$ cat config.mk
export PLATFORM = sky130hd
export DESIGN_NAME = hit_info_align_queue
export DESIGN_NICKNAME = d
export VERILOG_FILES = /design/src/rtl/hit_info_align_queue_pkg.sv /design/src/rtl/hit_info_align_queue_storage.sv /design/src/rtl/hit_info_align_queue.sv
export SDC_FILE = /design/constraint.sdc
export NUM_CORES = 1
export LEC_CHECK = 0
export CORE_AREA = 2 2 221 223
export CTS_CLUSTER_DIAMETER = 60
export CTS_CLUSTER_SIZE = 20
export DETAILED_ROUTE_END_ITERATION = 10
export DIE_AREA = 0 0 223 225
export SLEW_MARGIN = 0
export SYNTH_ARGS = -nofsm -noshare
export SYNTH_HDL_FRONTEND = slang
export SYNTH_SLANG_ARGS = --single-unit
$ cat constraint.sdc
create_clock -name clk -period 7.76 [get_ports clk]
set_clock_uncertainty 0.1 [all_clocks]
set_input_delay 1.164 -clock clk [delete_from_list [all_inputs] [get_ports clk]]
set_output_delay 1.164 -clock clk [all_outputs]
set_load 0.01 [all_outputs]
$ cat src/rtl/hit_info_align_queue_pkg.sv
// ---------------------------------------------------------------------------
// hit_info_align_queue_pkg
// Shared sizing constants for the hit-info alignment queue. These are the
// defaults the top level passes down to its storage array.
//   QUEUESIZE           : default number of queue entries (maps to DEPTH)
//   DEFAULT_SSIDBITS    : default SSID tag width
//   DEFAULT_HITINFOBITS : default hit-info payload width
// ---------------------------------------------------------------------------
package hit_info_align_queue_pkg;

    localparam int QUEUESIZE           = 16;
    localparam int DEFAULT_SSIDBITS    = 13;
    localparam int DEFAULT_HITINFOBITS = 16;

endpackage

$ cat src/rtl/hit_info_align_queue_storage.sv
// ---------------------------------------------------------------------------
// hiq_storage
// DEPTH x WIDTH register array for the hit-info queue. It has one synchronous
// write port and one asynchronous read port. The read port provides the
// show-ahead head entry.
// Ports:
//   clk   : rising-edge clock
//   we    : write enable
//   waddr : write address
//   wdata : write data ({ssid, info})
//   raddr : read address
//   rdata : combinational read data at raddr
// The contents are not reset. The pointers and count in the parent module
// decide which entries are valid.
// ---------------------------------------------------------------------------
module hiq_storage
    import hit_info_align_queue_pkg::*;
#(
    parameter int DEPTH   = QUEUESIZE,
    parameter int PTRBITS = $clog2(DEPTH),
    parameter int WIDTH   = DEFAULT_SSIDBITS + DEFAULT_HITINFOBITS
)(
    input  logic               clk,
    input  logic               we,
    input  logic [PTRBITS-1:0] waddr,
    input  logic [WIDTH-1:0]   wdata,
    input  logic [PTRBITS-1:0] raddr,
    output logic [WIDTH-1:0]   rdata
);

    logic [WIDTH-1:0] mem [DEPTH];

    // Synchronous write of one entry
    always_ff @(posedge clk) begin
        if (we) begin
            mem[waddr] <= wdata;
        end
    end

    assign rdata = mem[raddr];

endmodule

$ cat src/rtl/hit_info_align_queue.sv
// ---------------------------------------------------------------------------
// hit_info_align_queue
// Circular-buffer FIFO. It holds per-hit info and its SSID tag while the SSID
// travels through the HNM pipeline. An entry is released on each HNM output
// (pop). The head is show-ahead. There is an optional empty-queue bypass and
// an optional SSID alignment check on each pop.
// Ports:
//   clk, reset              : clock; synchronous active-high reset
//   push, push_ssid/info    : enqueue request and its entry
//   pop, pop_ssid           : dequeue request and the SSID HNM emitted
//   clear_flags             : clears the sticky error flags
//   head_valid/info/ssid    : show-ahead head entry (info/ssid are 0 when invalid)
//   count                   : occupancy, 0..DEPTH
//   empty/full/almost_full  : status decoded from the registered count
//   overflow/underflow      : sticky flags for a dropped push or an empty pop
//   mismatch/mismatch_pulse : sticky flag and one-cycle pulse for an SSID
//                             check failure
// ---------------------------------------------------------------------------
module hit_info_align_queue
    import hit_info_align_queue_pkg::*;
#(
    parameter int DEPTH             = QUEUESIZE,
    parameter int PTRBITS           = $clog2(DEPTH),
    parameter int SSIDBITS          = DEFAULT_SSIDBITS,
    parameter int HITINFOBITS       = DEFAULT_HITINFOBITS,
    parameter int ALMOST_FULL_LEVEL = DEPTH - 2,
    parameter int BYPASS            = 0,
    parameter int CHECK_SSID        = 1
)(
    input  logic                   clk,
    input  logic                   reset,
    input  logic                   push,
    input  logic [SSIDBITS-1:0]    push_ssid,
    input  logic [HITINFOBITS-1:0] push_info,
    input  logic                   pop,
    input  logic [SSIDBITS-1:0]    pop_ssid,
    input  logic                   clear_flags,
    output logic                   head_valid,
    output logic [HITINFOBITS-1:0] head_info,
    output logic [SSIDBITS-1:0]    head_ssid,
    output logic [PTRBITS:0]       count,
    output logic                   empty,
    output logic                   full,
    output logic                   almost_full,
    output logic                   overflow,
    output logic                   underflow,
    output logic                   mismatch,
    output logic                   mismatch_pulse
);

    localparam int CW = PTRBITS + 1;
    localparam int EW = SSIDBITS + HITINFOBITS;
    localparam logic [CW-1:0] DEPTH_C  = CW'(DEPTH);
    localparam logic [CW-1:0] AFLVL_C  = CW'(ALMOST_FULL_LEVEL);
    localparam bit            BYPASSEN = (BYPASS != 0);
    localparam bit            CHECKEN  = (CHECK_SSID != 0);

    logic [PTRBITS-1:0]     wrPtr;
    logic [PTRBITS-1:0]     rdPtr;
    logic [CW-1:0]          occupancy;
    logic                   overflowFlag;
    logic                   underflowFlag;
    logic                   mismatchFlag;
    logic                   mismatchPulseReg;

    logic [EW-1:0]          rdEntry;
    logic                   isEmpty;
    logic                   isFull;
    logic                   bypassNow;
    logic                   headValidComb;
    logic [HITINFOBITS-1:0] headInfoComb;
    logic [SSIDBITS-1:0]    headSsidComb;
    logic                   popAcc;
    logic                   pushAcc;
    logic                   bypassConsume;
    logic                   wrEn;
    logic                   rdAdv;
    logic                   ssidBad;
    logic                   overflowSet;
    logic                   underflowSet;

    hiq_storage #(
        .DEPTH   (DEPTH),
        .PTRBITS (PTRBITS),
        .WIDTH   (EW)
    ) uStorage (
        .clk   (clk),
        .we    (wrEn & ~reset),
        .waddr (wrPtr),
        .wdata ({push_ssid, push_info}),
        .raddr (rdPtr),
        .rdata (rdEntry)
    );

    // Head selection, accept decisions and error detection for this cycle
    always_comb begin
        isEmpty       = (occupancy == CW'(0));
        isFull        = (occupancy == DEPTH_C);
        bypassNow     = 1'b0;
        headInfoComb  = {HITINFOBITS{1'b0}};
        headSsidComb  = {SSIDBITS{1'b0}};

        // In bypass mode, a push into an empty queue is shown at the head at once.
        if (BYPASSEN && isEmpty && push) begin
            bypassNow = 1'b1;
        end else begin
            bypassNow = 1'b0;
        end

        headValidComb = !isEmpty || bypassNow;

        if (!headValidComb) begin
            headInfoComb = {HITINFOBITS{1'b0}};
            headSsidComb = {SSIDBITS{1'b0}};
        end else if (bypassNow) begin
            headInfoComb = push_info;
            headSsidComb = push_ssid;
        end else begin
            headInfoComb = rdEntry[HITINFOBITS-1:0];
            headSsidComb = rdEntry[EW-1:HITINFOBITS];
        end

        popAcc  = pop && headValidComb;
        // A full queue still takes a push when the same cycle frees a slot.
        pushAcc = push && (!isFull || popAcc);

        // A bypassed entry consumed in the same cycle never touches storage.
        bypassConsume = bypassNow && popAcc;
        wrEn          = pushAcc && !bypassConsume;
        rdAdv         = popAcc && !bypassConsume;

        ssidBad      = CHECKEN && popAcc && (pop_ssid != headSsidComb);
        overflowSet  = push && !pushAcc;
        underflowSet = pop && !headValidComb;
    end

    // Pointers, occupancy and sticky flags
    always_ff @(posedge clk) begin
        if (reset) begin
            wrPtr            <= {PTRBITS{1'b0}};
            rdPtr            <= {PTRBITS{1'b0}};
            occupancy        <= {CW{1'b0}};
            overflowFlag     <= 1'b0;
            underflowFlag    <= 1'b0;
            mismatchFlag     <= 1'b0;
            mismatchPulseReg <= 1'b0;
        end else begin
            if (wrEn) begin
                wrPtr <= wrPtr + PTRBITS'(1);
            end else begin
                wrPtr <= wrPtr;
            end
            if (rdAdv) begin
                rdPtr <= rdPtr + PTRBITS'(1);
            end else begin
                rdPtr <= rdPtr;
            end
            occupancy <= occupancy + CW'(wrEn) - CW'(rdAdv);

            // A new error in the same cycle wins over clear_flags.
            overflowFlag     <= (overflowFlag  && !clear_flags) || overflowSet;
            underflowFlag    <= (underflowFlag && !clear_flags) || underflowSet;
            mismatchFlag     <= (mismatchFlag  && !clear_flags) || ssidBad;
            mismatchPulseReg <= ssidBad;
        end
    end

    assign head_valid     = headValidComb;
    assign head_info      = headInfoComb;
    assign head_ssid      = headSsidComb;
    assign count          = occupancy;
    assign empty          = isEmpty;
    assign full           = isFull;
    assign almost_full    = (occupancy >= AFLVL_C);
    assign overflow       = overflowFlag;
    assign underflow      = underflowFlag;
    assign mismatch       = mismatchFlag;
    assign mismatch_pulse = mismatchPulseReg;

endmodule

# ---- Word-level counts from Yosys, hierarchy flattened
# Memory sizes are Yosys's and may differ from the RTL's. A register that Yosys moved wholly into a read port is not among the register bits.
# Index checks and enable logic that the tools add are counted.
dict set report word_totals {
  ff_bits 17
  latch_bits 0
  ram_bits 464
  romBits 0
  output_inout_bits 42
  elab_cells 40
  n_memories 1
}
dict set report op_classes {
  n_addsub 4
  n_mul 0
  div 0
  n_lt_le_gt_ge 1
  n_eq_ne 2
  n_shift 0
  mux 6
  n_bitwise 2
  reduce_logical 17
}
# name depth word_bits rd rd_ports_with_merged_regs write_ports line
set memory_table {}
lappend memory_table {uStorage.mem 16 29 1 1 1 hit_info_align_queue_storage.sv:31} ;# logic [WIDTH-1:0] mem [DEPTH];
# operator n
set op_table {}
lappend op_table {{$mux W16} 1}
lappend op_table {{$mux W13} 1}
lappend op_table {{$ne A13 B13 Y1} 1}
lappend op_table {{$add A4 B1 Y4 const B} 2}
lappend op_table {{$logic_and A1 B1 Y1} 8}
lappend op_table {{$mux W4} 2}
lappend op_table {{$add A5 B1 Y5} 1}
lappend op_table {{$eq A5 B5 Y1 const B} 1}
lappend op_table {{$ge A5 B4 Y1 const B} 1}
lappend op_table {{$logic_not A5 Y1} 1}
lappend op_table {{$sub A5 B1 Y5} 1}
lappend op_table {{$logic_not A1 Y1} 4}
lappend op_table {{$logic_or A1 B1 Y1} 4}
lappend op_table {{$mux W1} 2}
lappend op_table {{$and A1 B1 Y1} 1}
lappend op_table {{$not A1 Y1} 1}

# ---- Logic depth before layout (Yosys ltp)
dict set report logic_depth {
  word_depth 8
  ltp_mapped 17
  mapped_depth_nobuf 16
}

# ---- Hierarchy
# A second synthesis with hierarchy kept.
dict set report hier_totals {
  hier_cells 902
  area_unflattened_um2 18804.3
}
# mod instances cells_per_inst area_per_inst_um2 seq_area_each_um2
set by_module_without_submodules {}
lappend by_module_without_submodules {hiq_storage 1 732 17451.7 13933.4}
lappend by_module_without_submodules {hit_info_align_queue 1 170 1352.5 340.3}

# ---- Worst setup path before layout
# OpenSTA, ideal clock, no wires.
dict set report synth_timing {
  path_kind {register to output}
  startpoint {register with a tool-made name}
  endpoint {output port head_info[0]}
  arrival_time_ns 2.562
  required_ns 6.496
  path_slack_ns 3.934
  stages_incl_launch_ff 8
  cell_sequence {dfxtp_1 > buf_4 > buf_2 > buf_2 > buf_2 > mux4_2 > mux4_2 > and2_1}
}
# item line
set synth_rtl {}
lappend synth_rtl {{end, declared} hit_info_align_queue.sv:39} ;# output logic [HITINFOBITS-1:0] head_info,

==> flow_summary.ini <==
[clocking]
cts_tree = done
cts_sinks = 485
cts_hold_buf = 0
cts_resized = 0
cts-root-buf = clkbuf_16
clock_latency_ns = 0.58
cts_buffers = 38
path_clk_slew_ns = 0.08
cts_setup_buffers = 0
cts_buffer_depth = 3
htreeDepth = 2

[layout]
layout_commonest_cell = edfxtp_1
fin_util = 0.462
nets = 1052
final_cell_mix = edfxtp_1 (464), mux4_2 (133), clkdlybuf4s50_1 (88), clkbuf_16 (39), nor2_1 (30)
syn2layout_area_growth_pct = 15.7
drive_gt1_frac = 0.241
final_cell_count_no_fill = 1632

[worst_hold_path]
min_from = rdPtr[1]
min_path_type = flop to flop

[synthesis]
yosysUniqueCellTypes = 47
syn_inst = 880
yosys_warnings = 0
yosys.area.top_type_share = 0.734
synth_area_leaders = edfxtp_1 (73%), mux4_2 (16%), dfxtp_1 (2.2%)
synth_area_per_cell_sq_um = 21.6
synth_edf_count = 464
syn_nets = 941
synth_top_area_cell = edfxtp_1
syn-cell-area_sq_mm = 0.0190
synth_seq_area_share = 0.756
synth-main-ff-cell = edfxtp_1
synth-async-reset-ratio = 0
yosys_register_bits = 485

[timing]
hold_viol = 0
timing.hold.ws_ns = 0.407
tns_ns = 0
slew_headroom = 0.297
period_share = 0.676
fin_crit_ns = 5.25
setup_viol_count_final = 0
worst_pin_slew_ns = 1.05
slew_violations = 0
rsz0062_at_grt = no
fmax_mhz = 191

[global_route]
grt_first_pass_wirelength_mm = 62.6
grt_max_degree = 53
busiest_layer = met2
grt_antenna_before_repair = 1
gr-total-overflow = 0
met3_usage = 0.0267
gr-usage-met2 = 0.293
met1_usage = 0.235
grt_usage = 0.174
grt_pass1_vias = 9144

[worst_setup_path]
end_kind = output port
slowest_stage = dfxtp_4
critPathMaxStageDelay_ns = 1.03
endpoint = head_info[14]
crit_family = buffers and inverters
cp.depth = 5
setup.worst_path.start_class = flop
cp.arrival_ns = 3.98
r2r_slack_ns = 4.10
r2r_cells = 8
path_common_cell = mux4_2
cp_num_buf_inv = 2
r2r-end = mismatch
cp.required_ns = 6.50
crit_type = flop to output port
critPathMaxFanout = 52
path_cells = buf_4 -> mux4_2 -> mux4_2 -> and2_1 -> clkdlybuf4s50_1

[placed_design]
placedCellCount = 1566
io_buffers = 88
place.gp.congestion = 0.713
post-dp-hpwl_mm = 22.9

[detailed_routing]
avgRoutedWirePerCell_microns = 26.1
drt_iter0_markers = 741
drt-total-wl_mm = 42.6
vias = 8852
ant_nets = 0
drc_errors = 0
drtPass1Iterations = 5
vias_per_cell = 5.42

[power]
power.leakage_nw = 6.70
power.total_mw = 6.49
peakVddDrop_mv = 0.129
powerDensity_mw_per_mm2 = 295

[floorplan]
row_count = 80
initial_utilization = 0.399
die_w_microns = 223
ios = 89
die_h_microns = 225
die_area_sq_mm = 0.0502
core-area_sq_mm = 0.0475

[run_status]
status = finished clean

[run]
maxCapViolations = 0
## cell usage after synthesis (2+ instances only)
library cell  number
ha_1              13
buf_1              6
nor2b_1           10
o22ai_1            3
mux4_2           133
a21oi_1           10
nor3_1             3
nand3_1            6
nand2b_1           5
inv_1             11
buf_2             19
a31oi_1            2
o21ai_0            4
nand2_1           22
a21o_1             2
buf_6              2
a22oi_1            7
mux2_2             2
dfxtp_1           21
buf_4              4
nor2_1            46
nand4_1            2
edfxtp_1         464
xnor2_1            6
mux2i_1           12
or3_1              2
nand3b_1           2
clkbuf_1          10
a22o_1             2
and2_1            22
xor2_1            11
## where the power goes
group / internal [mW] / switching [mW]
clock: 0.994 / 0.975
combinational: 0.787 / 0.683
sequential: 2.92 / 0.127
total: 4.70 / 1.79
## state kept, by name, indices dropped and copies added, names as in the netlist, named ones only
signal,cells
overflow,1
count,5
uStorage.mem,464
underflow,1
mismatch,1
wrPtr,4
rdPtr,4
mismatch_pulse,1
## worst min-delay path by stage
stage          endpoint  cells past startpoint
2_1_floorplan      flop                      2
3_3_place_gp       flop                      2
3_5_place_dp       flop                      2
4_1_cts            flop                      2
5_1_grt            flop                      2
6_report           flop                      2
## through the flow
| stage | area [sq um] | setup slack, ns |
|---|---|---|
| after floorplan | 19000 | 3.93 |
| after global placement | 20700 | 3.01 |
| after detailed placement | 20700 | 2.98 |
| after CTS | 22000 | 2.36 |
| after global routing | 22000 | 2.19 |
| final | 22000 | 2.51 |
## metal layers
metal | up-vias | share of wire | wire length (microns)
met2 | 194 | 0.51 | 21700
met5 | - | 0.00031 | 13
met1 | 4758 | 0.43 | 18300
met4 | 2 | 0.019 | 794
li1 | 3843 | - | -
met3 | 55 | 0.042 | 1800
## tightest hold or removal path: stages, from the launching register on
cell and delay, ns:
dfxtp_1 0.34, nand2_1 0.06, a21oi_1 0.07
## layout make-up
cell class,count,area (sq um)
sequential,485,14400
antenna,1,2.50
multi-input combinational,342,4490
clock inverter,25,253
timing repair buffer,112,1060
fill,3899,25600
inverter,12,45.0
clock buffer,40,980
tap,615,769
## kinds of logic (layout without fill, tap and decap cells)
logic type	after synthesis	count (layout)	synth area share
other	0	1	0
adder cells (fa/ha/maj)	14	14	0.00963
flip-flops	485	485	0.756
XOR/XNOR	17	17	0.00785
AO/OA/AOI/OAI	37	37	0.0131
buffers and inverters	53	189	0.0133
AND/OR/NAND/NOR	126	126	0.0329
multiplexers	148	148	0.167
(Power assumes the default switching activity.)
